File: src/rtl/multicycle_ctrl.sv
// multicycle_ctrl: main control FSM for the multicycle RV32I core.
// Sequences the shared ALU, memory, register file and immediate unit.
// Supported instructions are lw, sw, R-ALU, I-ALU, beq/bne, jal and lui.
// Every other opcode is flagged illegal and executed as a nop.
// Optional feature: define MULTICYCLE_MEM_WAIT_EN so FETCH, MEMREAD and
// MEMWRITE hold until i_mem_ready is high.
module multicycle_ctrl #(
    parameter int FETCH_INC = 4
) (
    input  logic        i_clk,
    input  logic        i_rst,
    input  logic [31:0] i_instr,
    input  logic        i_zero,
    input  logic        i_mem_ready,
    output logic        o_pc_write,
    output logic        o_adr_src,
    output logic        o_mem_write,
    output logic        o_ir_write,
    output logic        o_reg_write,
    output logic [1:0]  o_result_src,
    output logic [1:0]  o_alu_src_a,
    output logic [1:0]  o_alu_src_b,
    output logic [2:0]  o_alu_control,
    output logic [2:0]  o_imm_src,
    output logic        o_illegal,
    output logic        o_retire,
    output logic [3:0]  o_state
);

    typedef enum logic [3:0] {
        FETCH    = 4'd0,
        DECODE   = 4'd1,
        MEMADR   = 4'd2,
        MEMREAD  = 4'd3,
        MEMWB    = 4'd4,
        MEMWRITE = 4'd5,
        EXECR    = 4'd6,
        EXECI    = 4'd7,
        ALUWB    = 4'd8,
        BRANCH   = 4'd9,
        JAL      = 4'd10,
        LUI      = 4'd11
    } state_t;

    localparam logic [6:0] OP_LOAD   = 7'b0000011;
    localparam logic [6:0] OP_STORE  = 7'b0100011;
    localparam logic [6:0] OP_RALU   = 7'b0110011;
    localparam logic [6:0] OP_IALU   = 7'b0010011;
    localparam logic [6:0] OP_BRANCH = 7'b1100011;
    localparam logic [6:0] OP_JAL    = 7'b1101111;
    localparam logic [6:0] OP_LUI    = 7'b0110111;

    localparam logic [2:0] IMM_I = 3'b000;
    localparam logic [2:0] IMM_S = 3'b001;
    localparam logic [2:0] IMM_B = 3'b101;
    localparam logic [2:0] IMM_U = 3'b010;
    localparam logic [2:0] IMM_J = 3'b110;

    localparam logic [2:0] ALU_ADD = 3'b000;
    localparam logic [2:0] ALU_SUB = 3'b001;
    localparam logic [2:0] ALU_AND = 3'b010;
    localparam logic [2:0] ALU_OR  = 3'b011;
    localparam logic [2:0] ALU_SLT = 3'b101;

    state_t      r_state;
    state_t      w_nextState;
    logic [6:0]  w_opcode;
    logic [2:0]  w_funct3;
    logic        w_funct7b5;
    logic        w_memReady;
    logic [31:0] w_unusedInc;
    logic        w_unused;

    assign w_opcode   = i_instr[6:0];
    assign w_funct3   = i_instr[14:12];
    assign w_funct7b5 = i_instr[30];

    // FETCH_INC only documents the constant the datapath supplies; these
    // fields and ports are deliberately left unconsumed here.
    assign w_unusedInc = FETCH_INC;
    assign w_unused    = &{1'b0, i_instr[31], i_instr[29:15], i_instr[11:7],
                           i_mem_ready, w_unusedInc};

`ifdef MULTICYCLE_MEM_WAIT_EN
    assign w_memReady = i_mem_ready;
`else
    assign w_memReady = 1'b1;
`endif

    // The debug state view reads zero for as long as reset is held.
    assign o_state = i_rst ? 4'd0 : r_state;

    // ALU operation shared by EXECR and EXECI; subBit selects sub for funct3=000.
    function automatic logic [2:0] aluFromFunct3(input logic [2:0] f3, input logic subBit);
        case (f3)
            3'b000:  aluFromFunct3 = subBit ? ALU_SUB : ALU_ADD;
            3'b010:  aluFromFunct3 = ALU_SLT;
            3'b110:  aluFromFunct3 = ALU_OR;
            3'b111:  aluFromFunct3 = ALU_AND;
            default: aluFromFunct3 = ALU_ADD;
        endcase
    endfunction

    // State register; reset returns to FETCH and aborts any instruction in flight.
    always_ff @(posedge i_clk) begin
        if (i_rst) begin
            r_state <= FETCH;
        end else begin
            r_state <= w_nextState;
        end
    end

    // Per-state datapath controls and next state; everything is forced to 0 under reset.
    always_comb begin
        o_pc_write    = 1'b0;
        o_adr_src     = 1'b0;
        o_mem_write   = 1'b0;
        o_ir_write    = 1'b0;
        o_reg_write   = 1'b0;
        o_result_src  = 2'b00;
        o_alu_src_a   = 2'b00;
        o_alu_src_b   = 2'b00;
        o_alu_control = ALU_ADD;
        o_imm_src     = IMM_I;
        o_illegal     = 1'b0;
        o_retire      = 1'b0;
        w_nextState   = FETCH;
        if (!i_rst) begin
            case (r_state)
                DECODE: begin
                    o_alu_src_a = 2'b01;
                    o_alu_src_b = 2'b01;
                    if (w_opcode == OP_BRANCH) begin
                        o_imm_src = IMM_B;
                    end else if (w_opcode == OP_JAL) begin
                        o_imm_src = IMM_J;
                    end
                    case (w_opcode)
                        OP_LOAD, OP_STORE: w_nextState = MEMADR;
                        OP_RALU:           w_nextState = EXECR;
                        OP_IALU:           w_nextState = EXECI;
                        OP_BRANCH:         w_nextState = BRANCH;
                        OP_JAL:            w_nextState = JAL;
                        OP_LUI:            w_nextState = LUI;
                        default: begin
                            o_illegal   = 1'b1;
                            o_retire    = 1'b1;
                            w_nextState = FETCH;
                        end
                    endcase
                end
                MEMADR: begin
                    o_alu_src_a = 2'b10;
                    o_alu_src_b = 2'b01;
                    o_imm_src   = (w_opcode == OP_STORE) ? IMM_S : IMM_I;
                    w_nextState = (w_opcode == OP_STORE) ? MEMWRITE : MEMREAD;
                end
                MEMREAD: begin
                    o_adr_src    = 1'b1;
                    o_result_src = 2'b00;
                    w_nextState  = w_memReady ? MEMWB : MEMREAD;
                end
                MEMWB: begin
                    o_result_src = 2'b01;
                    o_reg_write  = 1'b1;
                    o_retire     = 1'b1;
                    w_nextState  = FETCH;
                end
                MEMWRITE: begin
                    o_adr_src   = 1'b1;
                    o_mem_write = w_memReady;
                    o_retire    = w_memReady;
                    w_nextState = w_memReady ? FETCH : MEMWRITE;
                end
                EXECR: begin
                    o_alu_src_a   = 2'b10;
                    o_alu_src_b   = 2'b00;
                    o_alu_control = aluFromFunct3(w_funct3, w_funct7b5);
                    w_nextState   = ALUWB;
                end
                EXECI: begin
                    o_alu_src_a   = 2'b10;
                    o_alu_src_b   = 2'b01;
                    o_imm_src     = IMM_I;
                    o_alu_control = aluFromFunct3(w_funct3, 1'b0);
                    w_nextState   = ALUWB;
                end
                ALUWB: begin
                    o_result_src = 2'b00;
                    o_reg_write  = 1'b1;
                    o_retire     = 1'b1;
                    w_nextState  = FETCH;
                end
                BRANCH: begin
                    o_alu_src_a   = 2'b10;
                    o_alu_src_b   = 2'b00;
                    o_alu_control = ALU_SUB;
                    o_result_src  = 2'b00;
                    o_retire      = 1'b1;
                    o_pc_write    = (w_funct3[2:1] == 2'b00) ? (i_zero ^ w_funct3[0]) : 1'b0;
                    w_nextState   = FETCH;
                end
                JAL: begin
                    o_alu_src_a  = 2'b01;
                    o_alu_src_b  = 2'b10;
                    o_result_src = 2'b00;
                    o_pc_write   = 1'b1;
                    o_imm_src    = IMM_J;
                    w_nextState  = ALUWB;
                end
                LUI: begin
                    o_alu_src_a = 2'b11;
                    o_alu_src_b = 2'b01;
                    o_imm_src   = IMM_U;
                    w_nextState = ALUWB;
                end
                default: begin
                    // FETCH, and any unreachable code, behaves as instruction fetch.
                    o_ir_write   = w_memReady;
                    o_pc_write   = w_memReady;
                    o_adr_src    = 1'b0;
                    o_alu_src_a  = 2'b00;
                    o_alu_src_b  = 2'b10;
                    o_result_src = 2'b10;
                    w_nextState  = w_memReady ? DECODE : FETCH;
                end
            endcase
        end
    end

endmodule

File: config.mk
export PLATFORM = sky130hd
export DESIGN_NAME = multicycle_ctrl
export DESIGN_NICKNAME = d
export VERILOG_FILES = /design/src/rtl/multicycle_ctrl.sv
export SDC_FILE = /design/constraint.sdc
export NUM_CORES = 1
export LEC_CHECK = 0
export CORE_AREA = 2 2 41 43
export DETAILED_ROUTE_END_ITERATION = 16
export DIE_AREA = 0 0 43 45
export DONT_BUFFER_PORTS = 1
export PLACE_DENSITY = 0.65
export SLEW_MARGIN = 10
export SYNTH_ARGS = -nofsm -noshare
export SYNTH_HDL_FRONTEND = slang
export SYNTH_SLANG_ARGS = --single-unit
File: constraint.sdc
create_clock -name i_clk -period 4.9 [get_ports i_clk]
set_input_delay 0.735 -clock i_clk [delete_from_list [all_inputs] [get_ports i_clk]]
set_output_delay 0.735 -clock i_clk [all_outputs]
set_load 0.01 [all_outputs]
==> results of run 1 <==
==> layer usage <==
layer	GRT usage, %	vias to the layer above
met5	0	-
met4	4.24	0
met3	7.20	0
met2	29.1	29
met1	25.2	353
li1	-	381
==> critical path, delay by kind of cell, from the launching register on <==
family / cells / cell delay, ns
compound gates: 1 / 0.18
flops: 1 / 0.64
simple gates: 3 / 1.09
==> cell usage after synthesis <==
cell type,n,share of area [%]
nand4b_1,1,1.3
nand2b_1,5,4.5
buf_6,1,1.6
nor3_1,4,2.9
or4b_1,1,1.4
o211ai_1,1,1.1
nor4b_1,1,1.3
or2_4,1,1.3
inv_1,3,1.6
nor2b_1,7,6.3
clkbuf_1,8,4.3
nand4_1,2,1.8
a31oi_1,3,2.7
and3b_1,1,1.3
o32ai_1,2,2.5
nor2_1,13,7.1
xnor2_1,1,1.3
o21ai_1,1,0.72
a21oi_1,12,8.7
o21ai_0,1,0.72
a2bb2oi_1,1,1.3
or3_4,1,1.6
nand3b_1,3,3.3
mux2i_1,1,1.4
a21o_1,3,3.3
o21bai_1,1,1.1
dfxtp_1,4,12
or4b_2,1,1.4
nand2_1,11,6.0
nand3_1,2,1.4
or3b_1,1,1.3
nor4_1,5,4.5
xor2_1,3,3.8
nor4_2,2,3.6
==> logic make-up after synthesis <==
family	Yosys count
flops	4
buf+inv	12
mux	1
simple gates	62
compound gates	25
xor+xnor	4
==> how the worst max path moves through the flow <==
stage	slack [ns]	end	from	cells past startpoint
after floorplan	2.43	o_retire	i_instr[6]	5
after global placement	2.28	o_imm_src[0]	i_instr[4]	3
after detailed placement	2.26	o_imm_src[0]	i_instr[4]	3
after CTS	2.02	o_retire	r_state[0]$_SDFF_PP0_	4
after global routing	1.93	o_retire	r_state[0]$_SDFF_PP0_	4
final	2.03	o_retire	r_state[0]$_SDFF_PP0_	4
==> layout make-up <==
type,count,area share [%]
inverter,3,1.62
multi-input combinational,92,80.7
clock buffer,3,3.25
tap,16,2.89
sequential,4,11.6
==> through the flow <==
step	util, %	power [mW]	cell area [um^2]	setup WS (ns)	cells
5_1_grt	47.1	0.107	693	1.93	118
6_report	47.1	0.0976	693	2.03	118
4_1_cts	47.1	0.0995	693	2.02	118
3_3_place_gp	45.6	0.0593	671	2.28	115
2_1_floorplan	-	0.0590	692	2.43	108
3_5_place_dp	45.6	0.0597	671	2.26	115
==> power by group <==
group | total (mW) | switching, mW | internal [mW]
clock | 0.0383 | 0.0111 | 0.0272
combinational | 0.0229 | 0.0129 | 0.00997
sequential | 0.0364 | 0.00290 | 0.0335
total | 0.0976 | 0.0270 | 0.0706
==> metrics.md, run 1 <==
| Metric | Value |
|---|---|
| First drt pass iteration count | 4 |
| Post-route ant nets | 0 |
| Metal3 WL | 139 um |
| Syn. warnings | 0 |
| P&R area growth vs syn | 0.181% |
| FP Rows | 14 |
| Synthesized net count | 144 |
| Share of layout cells above drive strength 1 | 7.84% |
| Root buffer cell | clkbuf_4 |
| Die Wd | 43 um |
| Detailed placement HPWL | 1280 um |
| RSZ-0062 raised after global routing | no |
| Via count | 763 |
| Number of clock sinks | 4 |
| Wl on met1 | 813 um |
| Final Setup Violations | 0 |
| First-pass GRT wire length | 2820 um |
| Worst-case reg-to-reg path depth | 4 |
| Post-Route WL | 1750 um |
| Hold path start | i_rst |
| Starting density of the core | 47.0% |
| DR DRC count | 0 |
| Outcome | complete, no violations |
| Max-cap violations | 0 |
| Largest net degree at the start of global routing | 22 |
| Combinational family with the most area after synthesis | simple AND/OR/NAND/NOR gates |
| GRT Total Usage | 18.9% |
| CP cell instances | nand2b_1 > or3_4 > nor4_2 > a21o_1 |
| Total CTS buffers | 3 |
| Startpoint Class | flip-flop |
| Reg with most FFs | r_state |
| Final hold viol count | 0 |
| Xor and xnor area share after synthesis | 5.06% |
| Synth cell types | 34 |
| Mapped Avg Cell Area | 6.41 um^2 |
| CP Capture Type | output pin |
| Kind of critical path | reg2out |
| Max_slew headroom | 57.8% |
| Crit-path max FO | 15 |
| Clock transition at the registers of the reported paths | 0.04 ns |
| Hold Path Depth | 1 |
| Area occupied by registers | 80.1 um^2 |
| Met2 routed WL | 796 um |
| Reg-to-reg slack, setup | 3.31 ns |
| TritonCTS clock tree | yes |
| Clk_skew | 0.00415 ns |
| # IOs | 59 |
| Register bit total from synthesis | 4 |
| FMAX | 348 MHz |
| Grt total ovfl | 0 |
| NumNets Final | 140 |
| Final hold slack | 0.573 ns |
| Antenna violations before repair | 0 |
| Worst Max-Slew Pin Slew | 0.624 ns |
| Slowest Stage Delay on Critical Path | 0.64 ns |
| Setup bufs post-CTS | 0 |
| Commonest non-fill, non-tap cell in the layout | nor2_1 |
| Average wire per standard cell | 14.8 um |
| Worst R2R Start | r_state[0]$_SDFF_PP0_ |
| Mux cell area share after synthesis | 1.45% |
| Worst skew pair latency | 0.23 ns |
| Worst Hold Path EP | r_state[0]$_SDFF_PP0_ |
| RD Place Congestion | 0.820 |
| DRC marker count from the first detailed-route iteration | 10 |
| Top sig layer | met3 |
| Hold Buf Count CTS | 0 |
| Sequential share of the synthesized area | 11.6% |
| PwrDens | 141 nW/um^2 |
| Routed vias/inst | 6.47 |
| CTS H-tree depth | 1 |
| Clock Tree Buf Depth | 2 |
| Leak | 0.243 nW |
| Max reg flops | 4 |
| Synth Area in Simple Gates | 52.3% |
| FF-to-FF End | r_state[2]$_SDFF_PP0_ |
| Slowest cell on crit path | dfxtp_1 |
| Chip Height | 45 um |
| Synth Area in Adders | 0% |
| Compound-Gate Fraction of Synth Area | 22.1% |
| Mapped cell area | 692 um^2 |
| Peak supply drop | 0.124 mV |
| Core Box Area | 1470 um^2 |
| Arrival time worst endpoint | 2.14 ns |
| Port Buffers | 0 |
| Fillers | 165 |
| Minimum clock period | 2.87 ns |
| Gate Count Post-Synth | 108 |
| Largest regs | r_state x4 |
| Die Area | 1940 um^2 |
| Critical Path RT | 4.16 ns |
| Vias in the first global route | 647 |
| Most frequent cells in the layout | 13 x nor2_1, 12 x a21oi_1, 11 x nand2_1 |
| HP Class | in2reg |
| Multi-input logic area | 559 um^2 |
| Post-CTS Resized | 0 |
| Ant diodes | 0 |
| Final Slew Violations | 0 |
| Setup TNS | 0 ns |
| Fin crit share | 58.6% |
Note: power is estimated with default switching activity, not from simulation.
==> inputs of run 2 (changes only) <==
- clock period: 4.9 -> 2.8 ns (I/O delays scaled with it)
==> run 2 against run 1 <==
Count of clock-buffer cells in the layout unchanged. Non-clock buffer count up 4. Via count is 0.39% higher. Critical endpoint unchanged. Highest routed layer unchanged.
==> metrics.md, run 2 (synthesized netlist as in run 1, its figures left out) <==
| Metric | Value |
|---|---|
| Max reg flops | 4 |
| Number of clock sinks | 4 |
| Clk_skew | 0.00253 ns |
| RSZ-0062 raised after global routing | no |
| Average wire per standard cell | 14.8 um |
| CTS H-tree depth | 1 |
| Port Buffers | 0 |
| Final hold viol count | 0 |
| Die Area | 1940 um^2 |
| DP Cell Count | 119 |
| Hold Buf Count CTS | 0 |
| FMAX | 461 MHz |
| Core Box Area | 1470 um^2 |
| Chip Height | 45 um |
| Final Slew Violations | 0 |
| Critical Path RT | 2.38 ns |
| First drt pass iteration count | 4 |
| Detailed placement HPWL | 1310 um |
| Grt total ovfl | 0 |
| Root buffer cell | clkbuf_4 |
| Starting density of the core | 47.0% |
| Post-Layout Cell Count | 122 |
| Setup bufs post-CTS | 0 |
| Largest net degree at the start of global routing | 22 |
| # IOs | 59 |
| Clock Tree Buf Depth | 2 |
| Fin crit share | 77.4% |
| Routed vias/inst | 6.28 |
| Final Setup Violations | 0 |
| Total CTS buffers | 3 |
| Setup TNS | 0 ns |
| Post-CTS Resized | 0 |
| Arrival time worst endpoint | 1.75 ns |
| Antenna violations before repair | 0 |
| DRC marker count from the first detailed-route iteration | 20 |
| Peak supply drop | 0.223 mV |
| Post-route ant nets | 0 |
| Share of layout cells above drive strength 1 | 11.3% |
| Leak | 0.265 nW |
| FP Rows | 14 |
| Clock transition at the registers of the reported paths | 0.04 ns |
| CP Capture Type | output pin |
| Crit-path max FO | 4 |
| First-pass GRT wire length | 2970 um |
| Ant diodes | 0 |
| NumNets Final | 144 |
| Startpoint Class | flip-flop |
| RD Place Congestion | 0.863 |
| Max-cap violations | 0 |
| Post-Route WL | 1810 um |
| Kind of critical path | reg2out |
| PwrDens | 238 nW/um^2 |
| P&R area growth vs syn | 4.52% |
| Minimum clock period | 2.17 ns |
| Largest regs | r_state x4 |
| Vias in the first global route | 698 |
| TritonCTS clock tree | yes |
| Worst skew pair latency | 0.23 ns |
| Most frequent cells in the layout | 13 x nor2_1, 12 x a21oi_1, 11 x nand2_1 |
| Outcome | complete, no violations |
| Max_slew headroom | 58.4% |
| Final hold slack | 0.263 ns |
| DR DRC count | 0 |
| HP Class | in2reg |
| Core Util, Final | 49.1% |
| Via count | 766 |
| Reg with most FFs | r_state |
| GRT Total Usage | 19.4% |
| Commonest non-fill, non-tap cell in the layout | nor2_1 |
| Worst Max-Slew Pin Slew | 0.616 ns |
| Die Wd | 43 um |
## run 2: cell types whose count changed in the layout (fill, tap and decap cells not counted), sizes merged
cell / change
buf: +4
## run 2: worst max-delay path, stage by stage (launching register included)
cell     delay (ns)
dfxtp_1        0.30
or2_4          0.26
or3_4          0.35
nor4_2         0.44
a21o_1         0.18
## run 2: power breakdown
part | internal [mW] | switching [mW]
Combinational | 0.0189 | 0.0274
Clock | 0.0476 | 0.0193
Sequential | 0.0585 | 0.000504
## run 2: worst paths after layout
check	start	to	slack [ns]	cells past startpoint
max reg2reg	r_state[2]$_SDFF_PP0_	r_state[2]$_SDFF_PP0_	1.42	3
min	i_rst	r_state[0]$_SDFF_PP0_	0.26	1
max	r_state[2]$_SDFF_PP0_	o_retire	0.63	4
min reg2reg	r_state[1]$_SDFF_PP0_	r_state[3]$_SDFF_PP0_	0.68	3
## run 2: metrics by stage
step	instance area (um^2)	total power [mW]	worst slack (ns)
2_1_floorplan	692	0.103	0.822
6_report	723	0.172	0.632
4_1_cts	723	0.177	0.607
5_1_grt	723	0.186	0.498
3_3_place_gp	701	0.105	0.801
3_5_place_dp	701	0.106	0.799
## run 2: cell type report
type / count / area [um^2]
Fill cell: 167 / 748
Multi-Input combinational cell: 92 / 559
Sequential cell: 4 / 80.1
Timing Repair Buffer: 4 / 30.0
Clock buffer: 3 / 22.5
Tap cell: 16 / 20.0
Inverter: 3 / 11.3
## run 2: routing by layer
| layer | vias up | track usage [%] | part of all wire (%) |
|---|---|---|---|
| met4 | 0 | 0 | 0 |
| met1 | 347 | 25.5 | 45 |
| met3 | 0 | 5.20 | 7.0 |
| li1 | 388 | - | - |
| met5 | - | 0 | 0 |
| met2 | 31 | 34.2 | 48 |
